`config.mk`:
```
export PLATFORM = sky130hd
export DESIGN_NAME = doorlock_ctrl
export DESIGN_NICKNAME = d
export VERILOG_FILES = /design/src/rtl/doorlock_pkg.sv /design/src/rtl/doorlock_pw_cmp.sv /design/src/rtl/doorlock_ctrl.sv
export SDC_FILE = /design/constraint.sdc
export NUM_CORES = 1
export LEC_CHECK = 0
export ABC_AREA = 1
export BUFFER_PORTS_ARGS = -buffer_cell sky130_fd_sc_hd__buf_2
export CELL_PAD_IN_SITES_DETAIL_PLACEMENT = 0
export CELL_PAD_IN_SITES_GLOBAL_PLACEMENT = 1
export CORE_MARGIN = 3
export CORE_UTILIZATION = 25
export CTS_CLUSTER_DIAMETER = 30
export CTS_CLUSTER_SIZE = 14
export DETAILED_ROUTE_END_ITERATION = 10
export GPL_TIMING_DRIVEN = 0
export PLACE_DENSITY_LB_ADDON = 0.05
export SLEW_MARGIN = 40
export SYNTH_ARGS = -nofsm -noshare
export SYNTH_HDL_FRONTEND = slang
export SYNTH_HIERARCHICAL = 1
export SYNTH_SLANG_ARGS = --single-unit
export TNS_END_PERCENT = 1
```
`constraint.sdc`:
```
create_clock -name clk -period 3.5 [get_ports clk]
set_input_delay 0 -clock clk [delete_from_list [all_inputs] [get_ports clk]]
set_output_delay 0 -clock clk [all_outputs]
set_load 0.01 [all_outputs]
```
`src/rtl/doorlock_pkg.sv`:
```
// Shared types and constants for the door lock keypad controller.
// Latency: n/a (declarations only).
// Backpressure: n/a (declarations only).
package doorlock_pkg;

  typedef enum logic [2:0] {
    IDLE,
    ENTRY,
    CHECK,
    OPEN,
    NEWPW,
    LOCKOUT
  } state_t;

  localparam logic [3:0] KEY_CLEAR  = 4'hA;
  localparam logic [3:0] KEY_ENTER  = 4'hB;
  localparam logic [3:0] KEY_CHANGE = 4'hC;

  localparam int DIGIT_CNT_W = 3;
  localparam logic [DIGIT_CNT_W-1:0] DIGITS_FULL = DIGIT_CNT_W'(4);

  // Keys 0..9 are digits; A..C are commands; D..F are ignored.
  function automatic logic is_digit(input logic [3:0] k);
    return (k <= 4'd9);
  endfunction

endpackage

```
`src/rtl/doorlock_pw_cmp.sv`:
```
// Compares the 4-nibble keypad entry against the stored code.
// Latency: purely combinational, zero cycles.
// Backpressure: none; always produces a result.
module doorlock_pw_cmp (
  input  logic [15:0] entry,
  input  logic [15:0] stored,
  output logic        match
);

  logic [3:0] nib_eq;

  // Per-digit equality so a mismatch in any position rejects the code.
  always_comb begin
    nib_eq = '0;
    for (int i = 0; i < 4; i++) begin
      nib_eq[i] = (entry[4*i +: 4] == stored[4*i +: 4]);
    end
  end

  assign match = &nib_eq;

endmodule

```
`src/rtl/doorlock_ctrl.sv`:
```
// Keypad door lock: code entry, unlock window, code change and failure lockout.
// Latency: outputs registered, one cycle after the key strobe; code check takes one extra cycle.
// Backpressure: none; keys arriving in CHECK, OPEN (except CHANGE) or LOCKOUT are dropped.
module doorlock_ctrl
  import doorlock_pkg::*;
#(
  parameter int          UNLOCK_CYCLES  = 50_000_000,
  parameter int          LOCKOUT_CYCLES = 150_000_000,
  parameter int          MAX_FAIL       = 3,
  parameter logic [15:0] DEFAULT_PW     = 16'h1234
) (
  input  logic                   clk,
  input  logic                   rst,
  input  logic                   key_valid,
  input  logic [3:0]             key_code,
  output logic                   unlocked,
  output logic                   locked_out,
  output logic [DIGIT_CNT_W-1:0] digit_cnt,
  output logic [2:0]             fail_cnt,
  output logic                   change_mode,
  output logic                   err_pulse
);

  // One shared down-counter serves both the unlock window and the lockout.
  localparam int TMR_MAX = (UNLOCK_CYCLES > LOCKOUT_CYCLES) ? UNLOCK_CYCLES : LOCKOUT_CYCLES;
  localparam int TMR_W   = (TMR_MAX > 1) ? $clog2(TMR_MAX) : 1;
  // Loaded with N-1: the output is set on the loading edge and cleared on the edge that sees zero.
  localparam logic [TMR_W-1:0] UNLOCK_LOAD  = TMR_W'(UNLOCK_CYCLES - 1);
  localparam logic [TMR_W-1:0] LOCKOUT_LOAD = TMR_W'(LOCKOUT_CYCLES - 1);
  localparam logic [2:0]       MAX_FAIL_C   = 3'(MAX_FAIL);

  state_t           state;
  logic [15:0]      entry_buf;
  logic [15:0]      stored_pw;
  logic [TMR_W-1:0] timer;
  logic             pw_match;

  logic             key_dig;
  logic             key_clr;
  logic             key_ent;
  logic             key_chg;
  logic             buf_full;
  logic [2:0]       fail_inc;
  logic             fail_trip;

  assign key_dig   = key_valid && is_digit(key_code);
  assign key_clr   = key_valid && (key_code == KEY_CLEAR);
  assign key_ent   = key_valid && (key_code == KEY_ENTER);
  assign key_chg   = key_valid && (key_code == KEY_CHANGE);
  assign buf_full  = (digit_cnt == DIGITS_FULL);
  // fail_cnt stays below MAX_FAIL outside LOCKOUT, so the increment cannot overflow.
  assign fail_inc  = fail_cnt + 3'd1;
  assign fail_trip = (fail_inc >= MAX_FAIL_C);

  doorlock_pw_cmp u_pw_cmp (
    .entry  (entry_buf),
    .stored (stored_pw),
    .match  (pw_match)
  );

  // Main controller: state, entry buffer, stored code, timer and all registered outputs.
  always_ff @(posedge clk or posedge rst) begin
    if (rst) begin
      state       <= IDLE;
      entry_buf   <= '0;
      stored_pw   <= DEFAULT_PW;
      timer       <= '0;
      unlocked    <= 1'b0;
      locked_out  <= 1'b0;
      digit_cnt   <= '0;
      fail_cnt    <= '0;
      change_mode <= 1'b0;
      err_pulse   <= 1'b0;
    end else begin
      err_pulse <= 1'b0;
      case (state)
        IDLE, ENTRY: begin
          if (key_dig) begin
            state <= ENTRY;
            if (!buf_full) begin
              entry_buf <= {entry_buf[11:0], key_code};
              digit_cnt <= digit_cnt + DIGIT_CNT_W'(1);
            end
          end else if (key_clr) begin
            entry_buf   <= '0;
            digit_cnt   <= '0;
            change_mode <= 1'b0;
            state       <= IDLE;
          end else if (key_ent) begin
            if (buf_full) begin
              state <= CHECK;
            end else begin
              // Short entry counts as a failed attempt.
              entry_buf <= '0;
              digit_cnt <= '0;
              err_pulse <= 1'b1;
              fail_cnt  <= fail_inc;
              if (fail_trip) begin
                state      <= LOCKOUT;
                locked_out <= 1'b1;
                timer      <= LOCKOUT_LOAD;
              end else begin
                state <= IDLE;
              end
            end
          end
        end

        CHECK: begin
          entry_buf <= '0;
          digit_cnt <= '0;
          if (pw_match) begin
            fail_cnt <= '0;
            unlocked <= 1'b1;
            timer    <= UNLOCK_LOAD;
            state    <= OPEN;
          end else begin
            err_pulse <= 1'b1;
            fail_cnt  <= fail_inc;
            if (fail_trip) begin
              state      <= LOCKOUT;
              locked_out <= 1'b1;
              timer      <= LOCKOUT_LOAD;
            end else begin
              state <= IDLE;
            end
          end
        end

        OPEN: begin
          if (key_chg) begin
            unlocked    <= 1'b0;
            change_mode <= 1'b1;
            entry_buf   <= '0;
            digit_cnt   <= '0;
            timer       <= '0;
            state       <= NEWPW;
          end else if (timer == '0) begin
            unlocked <= 1'b0;
            state    <= IDLE;
          end else begin
            timer <= timer - 1'b1;
          end
        end

        NEWPW: begin
          if (key_dig) begin
            if (!buf_full) begin
              entry_buf <= {entry_buf[11:0], key_code};
              digit_cnt <= digit_cnt + DIGIT_CNT_W'(1);
            end
          end else if (key_clr) begin
            entry_buf   <= '0;
            digit_cnt   <= '0;
            change_mode <= 1'b0;
            state       <= IDLE;
          end else if (key_ent) begin
            entry_buf <= '0;
            digit_cnt <= '0;
            if (buf_full) begin
              stored_pw   <= entry_buf;
              change_mode <= 1'b0;
              state       <= IDLE;
            end else begin
              // Short new code is rejected but is not a failed unlock attempt.
              err_pulse <= 1'b1;
            end
          end
        end

        LOCKOUT: begin
          if (timer == '0) begin
            locked_out <= 1'b0;
            fail_cnt   <= '0;
            state      <= IDLE;
          end else begin
            timer <= timer - 1'b1;
          end
        end

        default: state <= IDLE;
      endcase
    end
  end

endmodule

```
Word level (Yosys, flattened, before mapping)
Cells that the tools add are included.
{"block": "word_totals", "regBits": 73, "latch_bits": 0, "ramBits": 0, "rom_bits": 0, "inputBits": 7, "wordCells": 142, "n_memories": 0}
{"block": "op_classes", "n_addsub": 3, "multipliers": 0, "n_div": 0, "magnitude_cmp": 2, "n_eq_ne": 29, "shifts": 0, "n_mux": 74, "bitwise": 2, "n_reduce_logical": 22}
{"op": "28-bit 2-to-1 mux", "count": 8}
{"op": "16-bit 2-to-1 mux", "count": 9}
{"op": "28-bit case mux with 4 select lines", "count": 1}
{"op": "3-bit 2-to-1 mux", "count": 27}
{"op": "16-bit case mux with 4 select lines", "count": 1}
{"op": "28-bit logical NOT", "count": 1}
{"op": "28-bit by 1-bit subtractor with 28-bit output (second input constant)", "count": 1}
{"op": "1-bit 2-to-1 mux", "count": 21}
{"op": "2-bit != test (second input constant)", "count": 10}
{"op": "4-bit == test", "count": 4}
{"op": "3-bit case mux with 5 select lines", "count": 1}
{"op": "5-bit AND reduction", "count": 3}
{"op": "7-bit AND reduction", "count": 2}
{"op": "4-bit == test (second input constant)", "count": 3}
{"op": "4-bit != test (second input constant)", "count": 3}
{"op": "3-bit case mux with 4 select lines", "count": 1}
{"op": "3-bit == test (second input constant)", "count": 3}
{"op": "3-bit != test (second input constant)", "count": 3}
{"op": "3-bit case mux with 3 select lines", "count": 1}
{"op": "4-bit AND reduction", "count": 2}
{"op": "4-bit nonzero test", "count": 2}
{"op": "3-bit by 1-bit adder with 3-bit output (second input constant)", "count": 2}
{"op": "3-bit by 2-bit == test with 1-bit output (second input constant)", "count": 2}
{"op": "1-bit case mux with 3 select lines", "count": 2}
{"op": "other kinds (13)", "count": 19}

Depth between registers and ports, before layout
{"block": "logic_depth", "ltp_word": 8, "ltp_mapped": 14, "mapped_depth_nobuf": 14}

Modules after synthesis
The synthesis kept the hierarchy.
{"mod": "doorlock_ctrl", "instances": 1, "cells_each": 603, "area_each_um2": 4613.2, "seq_area_each_um2": 1833.0}
{"mod": "doorlock_pw_cmp", "instances": 1, "cells_each": 51, "area_each_um2": 246.5, "seq_area_each_um2": 0.0}

Least setup slack after synthesis
OpenSTA, ideal clock, no wires.
{"block": "synth_timing", "path_type": "reg-to-reg", "start": "reg fail_cnt[0]", "end": "reg timer[14]", "arrival_time_ns": 1.757, "required_ns": 3.383, "setup_slack_ns": 1.627, "path_stages_with_launch": 11, "path_buffers": 1, "path_cell_list": "dfrtp_1 -> inv_1 -> ha_1 -> inv_1 -> a21oi_1 -> nand2_1 -> clkbuf_1 -> a21oi_1 -> o21ai_0 -> nand2_1 -> nand2_1"}
{"block": "synth_between", "elab_chain_cells": 8}
{"element": "from (decl)", "line_no": "doorlock_ctrl.sv:19", "rtl": "output logic [2:0] fail_cnt,"}
{"element": "from (signal assigned)", "line_no": "doorlock_ctrl.sv:97", "rtl": "fail_cnt <= fail_inc;"}
{"element": "from (signal assigned)", "line_no": "doorlock_ctrl.sv:119", "rtl": "fail_cnt <= fail_inc;"}
{"element": "3-bit by 1-bit adder with 3-bit output *", "line_no": "doorlock_ctrl.sv:52", "rtl": "assign fail_inc = fail_cnt + 3'd1;"}
{"element": "3-bit by 2-bit >= comparator with 1-bit output *", "line_no": "doorlock_ctrl.sv:53", "rtl": "assign fail_trip = (fail_inc >= MAX_FAIL_C);"}
{"element": "28-bit 2-to-1 mux *"}
{"element": "28-bit 2-to-1 mux (4 in a row)"}
{"element": "28-bit case mux with 4 select lines *"}
{"element": "to (signal assigned)", "line_no": "doorlock_ctrl.sv:142", "rtl": "timer <= timer - 1'b1;"}
{"element": "to (signal assigned)", "line_no": "doorlock_ctrl.sv:177", "rtl": "timer <= timer - 1'b1;"}
{"element": "to (decl)", "line_no": "doorlock_ctrl.sv:35", "rtl": "logic [TMR_W-1:0] timer;"}
Every way passes the cells marked *; elsewhere a longest branch is shown, timed or not. The select of a mux whose other input is x is not followed.
A chain may end at the register's enable or synchronous reset.

Worst setup path after layout
Same ends and word-level chain as after synthesis.

==> impl_metrics.json <==
{
  "status": "complete, no violations",
  "drt_iter0_drc": 256,
  "drv_cap": 0,
  "die_w_um": 145,
  "syn-cell-area_mm2": 0.00486,
  "initial_core_util_pct": 25.7,
  "dieHeight_um": 145,
  "start_kind": "flop",
  "use_met3_pct": 1.78,
  "max-clock-path-buffers": 2,
  "numPortBuffers": 16,
  "crit_top_cell": "nand2_1",
  "diodes": 0,
  "globalRouteMet1Util_pct": 20.5,
  "clk_pin_slew_worst_paths_ns": 0.07,
  "setup_slack_ns": 0.888,
  "coreArea_mm2": 0.0189,
  "tightest_slew_ns": 0.784,
  "use_met2_pct": 22.8,
  "rsz0062_at_grt": "false",
  "ios": 17,
  "dieArea_mm2": 0.0211,
  "path_class": "flop to flop",
  "place_hpwl_um": 11000,
  "track_usage_pct": 14.5,
  "multiInputGateArea_mm2": 0.00259,
  "path_cells": "inv_1, ha_1, inv_1, a21oi_1, nand2_1, clkbuf_1, a21oi_1, o21ai_0, nand2_1, nand2_1",
  "firstDrtPassIters": 4,
  "place_area_mm2": 0.00530,
  "ys_ff_latch": 73,
  "leakage_uw": 0.00266,
  "post_cts_buffers": 0,
  "ys_seq_area_share_pct": 37.7,
  "gp_congestion": 0.783,
  "pre_cts_ws_ns": 0.872,
  "root_buffer": "clkbuf_16",
  "power.density_mw_per_mm2": 742,
  "nFillCells": 2100,
  "setup_viol": 0,
  "wirelength_um": 14900,
  "required_ns": 3.74,
  "via_per_inst": 4.43,
  "grt_pass1_wl_um": 23900,
  "dpl.cell_count": 931,
  "finalCritPeriodShare_pct": 74.6,
  "busiest_layer": "met2",
  "final_nets": 699,
  "clock.fmax_ghz": 0.383,
  "arrival_ns": 2.85,
  "cts_tree": "built",
  "avgRoutedWirePerCell_um": 15.6,
  "avgSynthCellArea_um2": 7.43,
  "cp_max_fo": 10,
  "drc": 0,
  "syn_inst": 654,
  "grt_overflow_total": 0,
  "final_common_cell": "nand2_1",
  "fin_setup_tns_ns": 0,
  "numClockSinks": 73,
  "htree_num_levels": 3,
  "relSlewSlack_pct": 47.8,
  "area_growth_pct": 16.1,
  "cpPeakStageDelay_ns": 0.72,
  "instances_no_fill": 952,
  "drive_gt1_share_pct": 17.2,
  "hold_path_class": "primary input to flop",
  "cts_hold_buffers": 5,
  "cts_resized": 0,
  "ant_nets": 0,
  "clk-insertion-delay-late_ns": 0.34,
  "drv_slew": 0,
  "vdd_drop_max_uv": 372,
  "slowest_stage": "a21oi_1",
  "critPathCaptureType": "flop",
  "cts_buffers": 9,
  "syn_nets": 666,
  "antenna_found_initial": 0,
  "yosysWarnings": 6,
  "grt_max_degree": 55,
  "num_rows": 50,
  "vias": 4214,
  "postLayoutCellArea_mm2": 0.00564,
  "final_hold_viol_count": 0,
  "fin_skew_ns": 0.00910,
  "seqCellArea_mm2": 0.00183,
  "grt_pass1_vias": 4224,
  "ys_types": 43,
  "mostFrequentLayoutCells": "nand2_1 (199), inv_1 (75), nor2_1 (71)",
  "final.min_clock_period_ns": 2.61
}
[logic make-up (layout without fill, tap and decap cells)]
kind of cell,Yosys count,count (layout),share of synthesized area [%]
DFF,73,73,37.7
buffers and inverters,96,134,8.96
adders and majority gates,5,5,1.29
muxes,15,15,4.02
AOI/OAI and AO/OA,89,89,11.6
xor gates and xnor gates,15,15,2.70
and+or+nand+nor,361,361,33.7
[sequential cells by signal (all words and copies together), names as in the netlist]
name,count
stored_pw,16
digit_cnt,3
err_pulse,1
timer,28
state,3
unlocked,1
entry_buf,16
fail_cnt,3
change_mode,1
locked_out,1
[cell type report]
cell class,instances,area share [%]
flip-flops and latches,73,32.5
repair buffers,22,2.79
plain buffers,14,2.26
clock inverters,6,1.20
clock buffers,10,4.06
well taps,260,5.76
multi-input cells,485,45.9
inverters,82,5.54
[metal layers]
layer / share of wire [%] / vias up / wire (um)
met3: 2.1 / 16 / 313
met4: 1.8 / 0 / 271
met5: 0 / - / 0
li1: - / 2174 / -
met2: 45 / 57 / 6630
met1: 51 / 1967 / 7640
[worst max-delay path, delay by kind of cell (launching register included)]
| kind | cells | cell delay [ns] |
|---|---|---|
| AND/OR/NAND/NOR | 3 | 0.23 |
| adder cells (fa/ha/maj) | 1 | 0.30 |
| buffers and inverters | 3 | 0.47 |
| flip-flops | 1 | 0.41 |
| AO/OA/AOI/OAI | 3 | 1.08 |
[cells in the mapped netlist (all sizes together)]
master,count,area share [%]
mux2,15,4.0
o21ai,55,7.1
a31oi,6,0.90
nand3b,2,0.31
clkbuf,1,0.077
o21a,1,0.15
nand2,213,18
ha,5,1.3
dfrtp,68,35
xnor2,12,2.2
or2,3,0.39
inv,82,6.3
a21oi,17,2.0
o31ai,2,0.31
xor2,3,0.54
buf,13,2.5
nand4,14,1.8
o2111ai,1,0.18
nor3,5,0.51
dfstp,5,2.7
o211ai,5,0.77
nand3,43,5.3
a22oi,1,0.15
nor2,81,7.7
o22ai,1,0.13
[path summary, 6_finish.rpt]
kind / start / end / slack (ns) / cells after the start
worst max-delay path: fail_cnt[0] / timer[14] / 0.89 / 10
worst min-delay path: key_valid / err_pulse / 0.06 / 3
worst max register to register: fail_cnt[0] / timer[14] / 0.89 / 10
worst min register to register: timer[27] / timer[27] / 0.48 / 2
max in group asynchronous: rst / stored_pw[2] / 2.75 / 4
min in group asynchronous: rst / stored_pw[14] / 0.15 / 3
[through the flow]
step / utilization, % / power, uW / hold slack, ns
final: 29.9 / 4190 / 0.0642
after global routing: 29.9 / 4570 / 0.0634
after CTS: 29.9 / 4280 / 0.0556
after detailed placement: 28.0 / 3270 / -0.0279
after global placement: 27.9 / 3260 / 0.304
after floorplan: - / 2650 / 0.157
[where the power goes]
group          total [uW]  switching (uW)  internal, uW
logic                1930            1310           619
clock network         957             402           555
registers            1300             235          1060
total                4190            1950          2230
No activity file was read; power rests on OpenSTA's default activity.
